**src/rtl/pmp_csr_regs.sv**
```systemverilog
// PMP CSR bank: decodes pmpcfg*/pmpaddr* accesses, applies lock, TOR-lock and WARL
// legalisation per entry, and exports the stored values to the PMP address checkers.

module pmp_entry #(
  parameter int PA_BITS = 56,
  parameter int G       = 0
) (
  input  logic               clk,
  input  logic               reset,
  input  logic               cfg_we,
  input  logic [7:0]         cfg_wdata,
  input  logic               adr_we,
  input  logic [PA_BITS-3:0] adr_wdata,
  input  logic               next_tor_lock,
  output logic [7:0]         cfg,
  output logic [PA_BITS-3:0] adr,
  output logic [PA_BITS-3:0] adr_rd
);
  localparam int AW = PA_BITS - 2;
  // NAPOT readback forces the low G-1 bits to 1; OFF/TOR readback clears the low G bits.
  localparam logic [63:0] NAPOT_ONES = (64'd1 << (G >= 1 ? G - 1 : 0)) - 64'd1;
  localparam logic [63:0] GRAN_MASK  = (64'd1 << G) - 64'd1;

  logic       locked;
  logic [7:0] cfg_legal;

  assign locked = cfg[7];

  always_comb begin
    cfg_legal      = cfg_wdata;
    cfg_legal[6:5] = 2'b00;
    if (!cfg_wdata[0]) cfg_legal[1] = 1'b0;
    // NA4 cannot be represented when the granule exceeds 4 bytes; keep the old mode.
    if ((G >= 1) && (cfg_wdata[4:3] == 2'b10)) cfg_legal[4:3] = cfg[4:3];
  end

  always_ff @(posedge clk) begin
    if (reset) begin
      cfg <= '0;
      adr <= '0;
    end else begin
      if (cfg_we && !locked) cfg <= cfg_legal;
      if (adr_we && !locked && !next_tor_lock) adr <= adr_wdata;
    end
  end

  always_comb begin
    adr_rd = adr;
    if (cfg[4:3] == 2'b11) adr_rd = adr | NAPOT_ONES[AW-1:0];
    else if (!cfg[4])      adr_rd = adr & ~GRAN_MASK[AW-1:0];
  end
endmodule

module pmp_csr_regs #(
  parameter int XLEN        = 64,
  parameter int PA_BITS     = 56,
  parameter int PMP_ENTRIES = 16,
  parameter int G           = 0
) (
  input  logic                                clk,
  input  logic                                reset,
  input  logic                                CSRWriteM,
  input  logic                                CSRReadM,
  input  logic [11:0]                         CSRAdrM,
  input  logic [XLEN-1:0]                     CSRWriteValM,
  output logic [XLEN-1:0]                     CSRReadValM,
  output logic                                ReadValid,
  output logic                                WriteAck,
  output logic                                IllegalCSR,
  output logic [8*PMP_ENTRIES-1:0]            PMPCfg,
  output logic [(PA_BITS-2)*PMP_ENTRIES-1:0]  PMPAdr
);
  localparam int AW  = PA_BITS - 2;
  localparam int NE  = (PMP_ENTRIES > 0) ? PMP_ENTRIES : 1;
  localparam int BPR = XLEN / 8;

  logic [NE-1:0][7:0]    cfg_q;
  logic [NE-1:0][AW-1:0] adr_q;
  logic [NE-1:0][AW-1:0] adr_rd;

  logic            is_cfg, is_adr, illegal, hit;
  logic [3:0]      cfg_grp;
  logic [11:0]     adr_off;
  logic [XLEN-1:0] rdata;

  assign is_cfg  = (CSRAdrM[11:4] == 8'h3A);
  assign is_adr  = (CSRAdrM >= 12'h3B0) && (CSRAdrM <= 12'h3EF);
  // On RV64 only the even pmpcfg registers exist.
  assign illegal = is_cfg && (XLEN == 64) && CSRAdrM[0];
  assign hit     = (is_cfg | is_adr) & ~illegal;
  assign adr_off = CSRAdrM - 12'h3B0;
  assign cfg_grp = (XLEN == 64) ? {1'b0, CSRAdrM[3:1]} : CSRAdrM[3:0];

  genvar i;
  generate
    for (i = 0; i < NE; i++) begin : g_ent
      if (i < PMP_ENTRIES) begin : g_impl
        logic tor_lock;
        if (i + 1 < PMP_ENTRIES) begin : g_nxt
          assign tor_lock = cfg_q[i+1][7] & (cfg_q[i+1][4:3] == 2'b01);
        end else begin : g_last
          assign tor_lock = 1'b0;
        end

        pmp_entry #(.PA_BITS(PA_BITS), .G(G)) u_ent (
          .clk           (clk),
          .reset         (reset),
          .cfg_we        (CSRWriteM & hit & is_cfg & (cfg_grp == 4'(i / BPR))),
          .cfg_wdata     (CSRWriteValM[8*(i%BPR) +: 8]),
          .adr_we        (CSRWriteM & hit & is_adr & (adr_off == 12'(i))),
          .adr_wdata     (AW'(CSRWriteValM)),
          .next_tor_lock (tor_lock),
          .cfg           (cfg_q[i]),
          .adr           (adr_q[i]),
          .adr_rd        (adr_rd[i])
        );
      end else begin : g_absent
        assign cfg_q[i]  = '0;
        assign adr_q[i]  = '0;
        assign adr_rd[i] = '0;
      end
    end

    if (PMP_ENTRIES > 0) begin : g_out
      assign PMPCfg = cfg_q;
      assign PMPAdr = adr_q;
    end else begin : g_none
      assign PMPCfg = '0;
      assign PMPAdr = '0;
    end
  endgenerate

  // Read mux sees pre-write state, so a same-cycle read+write returns the old value.
  always_comb begin
    rdata = '0;
    for (int e = 0; e < PMP_ENTRIES; e++) begin
      if (is_cfg && (cfg_grp == 4'(e / BPR))) rdata[8*(e%BPR) +: 8] = cfg_q[e];
      if (is_adr && (adr_off == 12'(e)))      rdata = XLEN'(adr_rd[e]);
    end
  end

  always_ff @(posedge clk) begin
    if (reset) begin
      CSRReadValM <= '0;
      ReadValid   <= 1'b0;
      WriteAck    <= 1'b0;
      IllegalCSR  <= 1'b0;
    end else begin
      ReadValid  <= CSRReadM & hit;
      WriteAck   <= CSRWriteM & hit;
      IllegalCSR <= (CSRReadM | CSRWriteM) & illegal;
      if (CSRReadM & hit) CSRReadValM <= rdata;
    end
  end
endmodule

```
**config.mk**
```make
export PLATFORM = sky130hd
export DESIGN_NAME = pmp_csr_regs
export DESIGN_NICKNAME = d
export VERILOG_FILES = /design/src/rtl/pmp_csr_regs.sv
export SDC_FILE = /design/constraint.sdc
export NUM_CORES = 2
export LEC_CHECK = 0
export ABC_CLOCK_PERIOD_IN_PS = 4800
export BUFFER_PORTS_ARGS = -buffer_cell sky130_fd_sc_hd__buf_2
export CORE_AREA = 8 8 433 435
export CTS_CLUSTER_SIZE = 14
export DETAILED_ROUTE_END_ITERATION = 16
export DIE_AREA = 0 0 441 443
export PLACE_DENSITY = 0.58
export SLEW_MARGIN = 15
export SYNTH_ARGS = -nofsm -noshare
export SYNTH_HDL_FRONTEND = slang
export SYNTH_HIERARCHICAL = 1
export SYNTH_SLANG_ARGS = --single-unit
```
**constraint.sdc**
```tcl
create_clock -name clk -period 4.8 [get_ports clk]
set_input_delay 0.72 -clock clk [delete_from_list [all_inputs] [get_ports clk]]
set_output_delay 0.72 -clock clk [all_outputs]
set_load 0.03 [all_outputs]
```
# == After elaboration in Yosys (flattened, before gate mapping) ==
# Index checks and enable logic that the tools add are counted.
# totals
in_bits,80
out_inout_bits,1059
regBits,1027
# op_classes
add_sub_neg,1
n_bitwise,42
n_lt_le_gt_ge,2
n_reduce_logical,100
eq_ne,32
muxes,40
# ops
cell,count
2-to-1 mux 64 bit,15
2-to-1 mux 8 bit,16
"== test 12 x 4 -> 1 bit, second input constant",8
logical AND 1 bit,67
2-to-1 mux 54 bit,1
"== test 12 x 3 -> 1 bit, second input constant",4
bitwise AND 1 bit,39
logical NOT 1 bit,31
"== test 2 x 1 -> 1 bit, second input constant",15
"== test 12 x 2 -> 1 bit, second input constant",2
"== test 12 x 1 -> 1 bit, second input constant",1
">= comparator 12 x 10 -> 1 bit, second input constant",1
"<= comparator 12 x 10 -> 1 bit, second input constant",1
logical NOT 12 bit,1
"subtractor 12 x 10 -> 12 bit, second input constant",1
"== test 8 x 6 -> 1 bit, second input constant",1
2-to-1 mux 1 bit,8
logical NOT 4 bit,1
"== test 3 x 1 -> 1 bit, second input constant",1
bitwise OR 1 bit,2
NOT 1 bit,1

# == Depth between registers and ports, before layout ==
# depth
depth_word,34
ltp_mapped,14

# == By module ==
# Netlist, hierarchy kept.
# modules_own_cells
mod,cells_each,area_each_um2,n_inst
pmp_entry,314,2570.0,16
pmp_csr_regs,1596,10845.4,1

# == Worst setup path before layout ==
# OpenSTA, ideal clock, no wires.
# synth_timing
kind,input to register
start,input port CSRAdrM[0]
end,register g_ent[12].g_impl.u_ent.cfg[3]
t_required_ps,4672
cell_stages,13
path_slack_ps,1274
setup_ps,128
t_arrival_ps,3399
path_cell_list,buf_2 buf_2 buf_2 buf_2 buf_4 o31ai_1 nand2_1 clkbuf_1 nor2_1 nor2b_1 buf_2 mux2i_1 nor2_1
# synth_via
elab_chain_len,8
word_cells_on_any_way,11
classes_between,order compare: 2; bitwise: 6; reduce/logical: 3
# synth_lines
element,line_no,text
"start, declared",64,"input logic [11:0] CSRAdrM,"
>= comparator 12 x 10 -> 1 bit / <= comparator 12 x 10 -> 1 bit (equally long branches),87,assign is_adr = (CSRAdrM >= 12'h3B0) && (CSRAdrM <= 12'h3EF);
logical AND 1 bit,87,
bitwise OR 1 bit,90,assign hit = (is_cfg | is_adr) & ~illegal;
bitwise AND 1 bit *,90,
bitwise AND 1 bit * (3 in a row),108,".cfg_we (CSRWriteM & hit & is_cfg & (cfg_grp == 4'(i / BPR))),"
logical AND 1 bit *,42,if (cfg_we && !locked) cfg <= cfg_legal;
"end signal, assigned",42,
"end, declared",15,"output logic [7:0] cfg,"
# Every way passes the cells marked *; elsewhere a longest branch is shown, timed or not.
# A chain may end at the register's enable or synchronous reset.

# == Final worst setup path ==
# layout_timing
start,input port CSRAdrM[1]
end,register CSRReadValM[43]
# layout_via
elab_chain_len,21
word_cells_on_any_way,61
classes_between,add/sub: 1; order compare: 2; eq/ne: 16; mux: 18; bitwise: 3; reduce/logical: 21
# layout_lines
element,line_no,text
subtractor 12 x 10 -> 12 bit (tied with other cells),91,assign adr_off = CSRAdrM - 12'h3B0;
logical NOT 12 bit / logical AND 1 bit (equally long branches),"138, 87",
logical AND 1 bit,138,if (is_adr && (adr_off == 12'(e))) rdata = XLEN'(adr_rd[e]);
2-to-1 mux 54 bit,138,
2-to-1 mux 64 bit (4 in a row),138,
2-to-1 mux 8 bit,137,if (is_cfg && (cfg_grp == 4'(e / BPR))) rdata[8*(e%BPR) +: 8] = cfg_q[e];
2-to-1 mux 64 bit (8 in a row),138,
2-to-1 mux 8 bit,137,
2-to-1 mux 64 bit (3 in a row),138,
"end signal, assigned",152,if (CSRReadM & hit) CSRReadValM <= rdata;
"end, declared",66,"output logic [XLEN-1:0] CSRReadValM,"
# Parallel ways exist; a longest one is shown, timed or not.

==> metrics.csv <==
stage,metric,value,unit
run,max-cap violations,0,
placement,GPL Wtd Cong,0.9676,
power,PD cells,348.7,nW/µm²
routing,total routed wirelength,336.2,mm
synth,"top cells by area, synth","dfxtp_1 40%, nand2_1 14%, buf_4 13%, a21oi_1 9.9%, buf_6 3.9%",
critical_path,path depth of the worst reg2reg path,6,
grt,pin count of the biggest net entering global routing,172,
synth,Async SR Flop Fraction,0,%
sta,Fin Setup TNS,0,ps
synth,most common cell in the netlist,nand2_1,
synth,mean post-synth cell area,7.850,µm²
finish,fill count,19220,
grt,vias in the first global route,45620,
sta,Final Hold Fails,0,
finish,area growth from synthesis to layout,10.70,%
routing,drt pass-1 iters,10,
critical_path,Reg-to-Reg End,CSRReadValM[43]$_SDFFE_PP0P_,
synth,sequential area share after synthesis,39.56,%
power,Static Leakage,22.70,nW
synth,post-synthesis cell type count,76,
critical_path,critical path launch point type,input pin,
placement,final HPWL from detailed placement,255.1,mm
grt,initial antenna violation count,41,
grt,first-pass GRT wire length,438.8,mm
sta,count of final setup violators,0,
power,Worst VDD drop,0.3245,mV
finish,Nets,6813,
clock_tree,"Clk Latency, worst-skew pair",820,ps
synth,Commonest cells post-synth,"1878 x nand2_1, 1030 x a21oi_1, 1027 x dfxtp_1",
sta,Fmax,232.3,MHz
critical_path,Crit Path Category,in -> reg,
power,share of power burned in registers,42.5,%
sta,Worst slew margin,6.930,%
floorplanning,Rows,156,
synth,Post-synth top flop,dfxtp_1,
routing,Vias per Instance,5.551,
clock_tree,H-tree depth,4,
floorplanning,Horiz. Die Dim,441,µm
placement,Buffers on Ports,1103,
critical_path,Worst Path Max Fanout,21,
clock_tree,"Reg clk slew, reported paths",50,ps
sta,Final min period,4306,ps
sta,crit share post-route,89.70,%
routing,via count,51260,
clock_tree,# resized after CTS,0,
routing,WL per Instance,36.41,µm
floorplanning,I/O pins,1139,
clock_tree,CTS tree,built,
power,Pint,15.06,mW
critical_path,crit path from,CSRAdrM[1],
routing,initial DRC count,7855,
clock_tree,CTS Hold Buffers Added,0,
critical_path,FF-to-FF Start,g_ent[0].g_impl.u_ent/adr[43]$_SDFFE_PP0P_,
finish,layout cells sized above 1,24.50,%
synth,Yosys Warn Count,6,
sta,Worst Skew,39.99,ps
sta,RSZ-0062 raised after global routing,no,
routing,DRC,0,
critical_path,CP arrival,4960,ps
synth,register bit total from synthesis,1027,
synth,cell area after synthesis,51960,µm²
sta,fin. max-slew vios,0,
floorplanning,die area,195400,µm²
synth,Post-synth EDFFs,0,
power,power share of the clock group,53.6,%
critical_path,"Req. time, crit path",5460,ps
floorplanning,DIE HEIGHT,443,µm
clock_tree,CTS Root Cell,clkbuf_16,
clock_tree,Clock Sinks,1027,
floorplanning,Initial Utilization,28.84,%
power,P_sw,5.006,mW
run_status,status,"finished, final reports clean",
clock_tree,TritonCTS Buffers,132,
power,switching share of power,24.95,%
synth,Gate Count Post-Synth,6620,
clock_tree,Post-CTS Setup Repair Bufs,0,
critical_path,Reg2Reg Setup Slack,1800,ps
sta,Tightest Pin Transition,1361,ps
routing,Post-DRT Antenna Nets,0,
finish,final core occ,31.93,%
critical_path,worst setup path endpoint,CSRReadValM[43]$_SDFFE_PP0P_,
grt,total gr overflow,0,
synth,Yosys top cell area share,39.56,%
power,Comb pwr share,3.9,%
clock_tree,Max clock buf depth,3,
floorplanning,Core ar.,180200,µm²
synth,Yosys top cell by area,dfxtp_1,
grt,Tot GR Track Use,32.42,%
critical_path,CP endpoint kind,register,
worst_hold_path,Min-Delay Path Class,in -> reg,
[kinds of logic after synthesis]
| kind of cell | after synthesis | synth area share [%] |
|---|---|---|
| mux | 151 | 3.178 |
| buf+inv | 1375 | 19.11 |
| compound gates | 1613 | 18.34 |
| flops | 1027 | 39.56 |
| simple gates | 2437 | 19.68 |
| other cells | 17 | 0.1228 |
[metrics by stage]
| step | power (mW) | hold WS [ps] | area, µm² | std cells | worst slack, ps |
|---|---|---|---|---|---|
| finish | 20.06 | 191.3 | 57530 | 9234 | 494.3 |
| global route | 20.50 | 186.7 | 57500 | 9222 | 821.8 |
| CTS | 20.11 | 131.1 | 57460 | 9208 | 939.4 |
| detailed placement | 9.442 | 458.5 | 52850 | 8969 | 100.4 |
| global placement | 9.438 | 451.8 | 52850 | 8969 | 191.1 |
| floorplan | 9.012 | 582.5 | 52030 | 6637 | 1274 |
[power by group through the flow]
stage	registers [mW]	logic, mW	clock network [mW]
2_1_floorplan	8.72	0.293	0
3_3_place_gp	8.72	0.723	0
3_5_place_dp	8.72	0.726	0
4_1_cts	8.53	0.727	10.9
5_1_grt	8.52	0.778	11.2
6_report	8.53	0.781	10.8
[final cells by class]
cell class,count,area [µm²],area share [%]
diodes,26,65.06,0.1131
clock buffers,192,3946,6.860
clock inverters,47,660.6,1.148
inverters,8,30.03,0.05220
multi-input cells,4235,21770,37.85
flip-flops and latches,1027,20560,35.74
well taps,2370,2965,5.155
repair buffers,1329,7526,13.08
[layout by cell type, fill, tap and decap left out, types with 58 or more instances in the layout]
master / Yosys / routed
clkbuf_16: 0 / 138
dfxtp_1: 1027 / 1027
buf_4: 897 / 204
a22oi_1: 61 / 61
o22ai_1: 58 / 58
nor2_1: 231 / 221
mux2i_1: 111 / 111
nand3_1: 73 / 72
nand2_1: 1878 / 1874
a221oi_1: 67 / 67
buf_2: 53 / 1100
a21oi_1: 1030 / 1030
o21ai_0: 126 / 126
[worst max-delay path: stages]
cell       delay, ps
buf_4            340
nor2b_4          670
nand4_1          630
buf_4            410
o221ai_1         380
a31oi_1          270
a2111oi_0       1160
buf_4            250
o21ai_0           80
[state kept, by name (all words and copies together) (netlist names)]
register                flops
WriteAck                    1
ReadValid                   1
IllegalCSR                  1
g_ent.g_impl.u_ent/adr    864
g_ent.g_impl.u_ent/cfg     96
CSRReadValM                64
[routing by layer]
metal / vias up / track usage [%] / share of wire (%)
met5: - / 0 / 0.029
li1: 21860 / - / -
met4: 14 / 19.90 / 7.3
met1: 25170 / 41.01 / 39
met3: 624 / 9.224 / 11
met2: 3584 / 48.53 / 43
[worst min path at each step]
stage               cells after the start                                           to                                         from  slack, ps
floorplan                               2                 CSRReadValM[53]$_SDFFE_PP0P_                 CSRReadValM[53]$_SDFFE_PP0P_        580
global placement                        2  g_ent[15].g_impl.u_ent/adr[36]$_SDFFE_PP0P_  g_ent[15].g_impl.u_ent/adr[36]$_SDFFE_PP0P_        450
detailed placement                      2   g_ent[8].g_impl.u_ent/adr[33]$_SDFFE_PP0P_   g_ent[8].g_impl.u_ent/adr[33]$_SDFFE_PP0P_        460
CTS                                     3   g_ent[15].g_impl.u_ent/cfg[3]$_SDFFE_PP0P_                             CSRWriteValM[59]        130
global route                            3    g_ent[7].g_impl.u_ent/cfg[7]$_SDFFE_PP0P_                             CSRWriteValM[63]        190
finish                                  3   g_ent[15].g_impl.u_ent/cfg[3]$_SDFFE_PP0P_                             CSRWriteValM[59]        190
No activity file was read; power rests on OpenSTA's default activity.
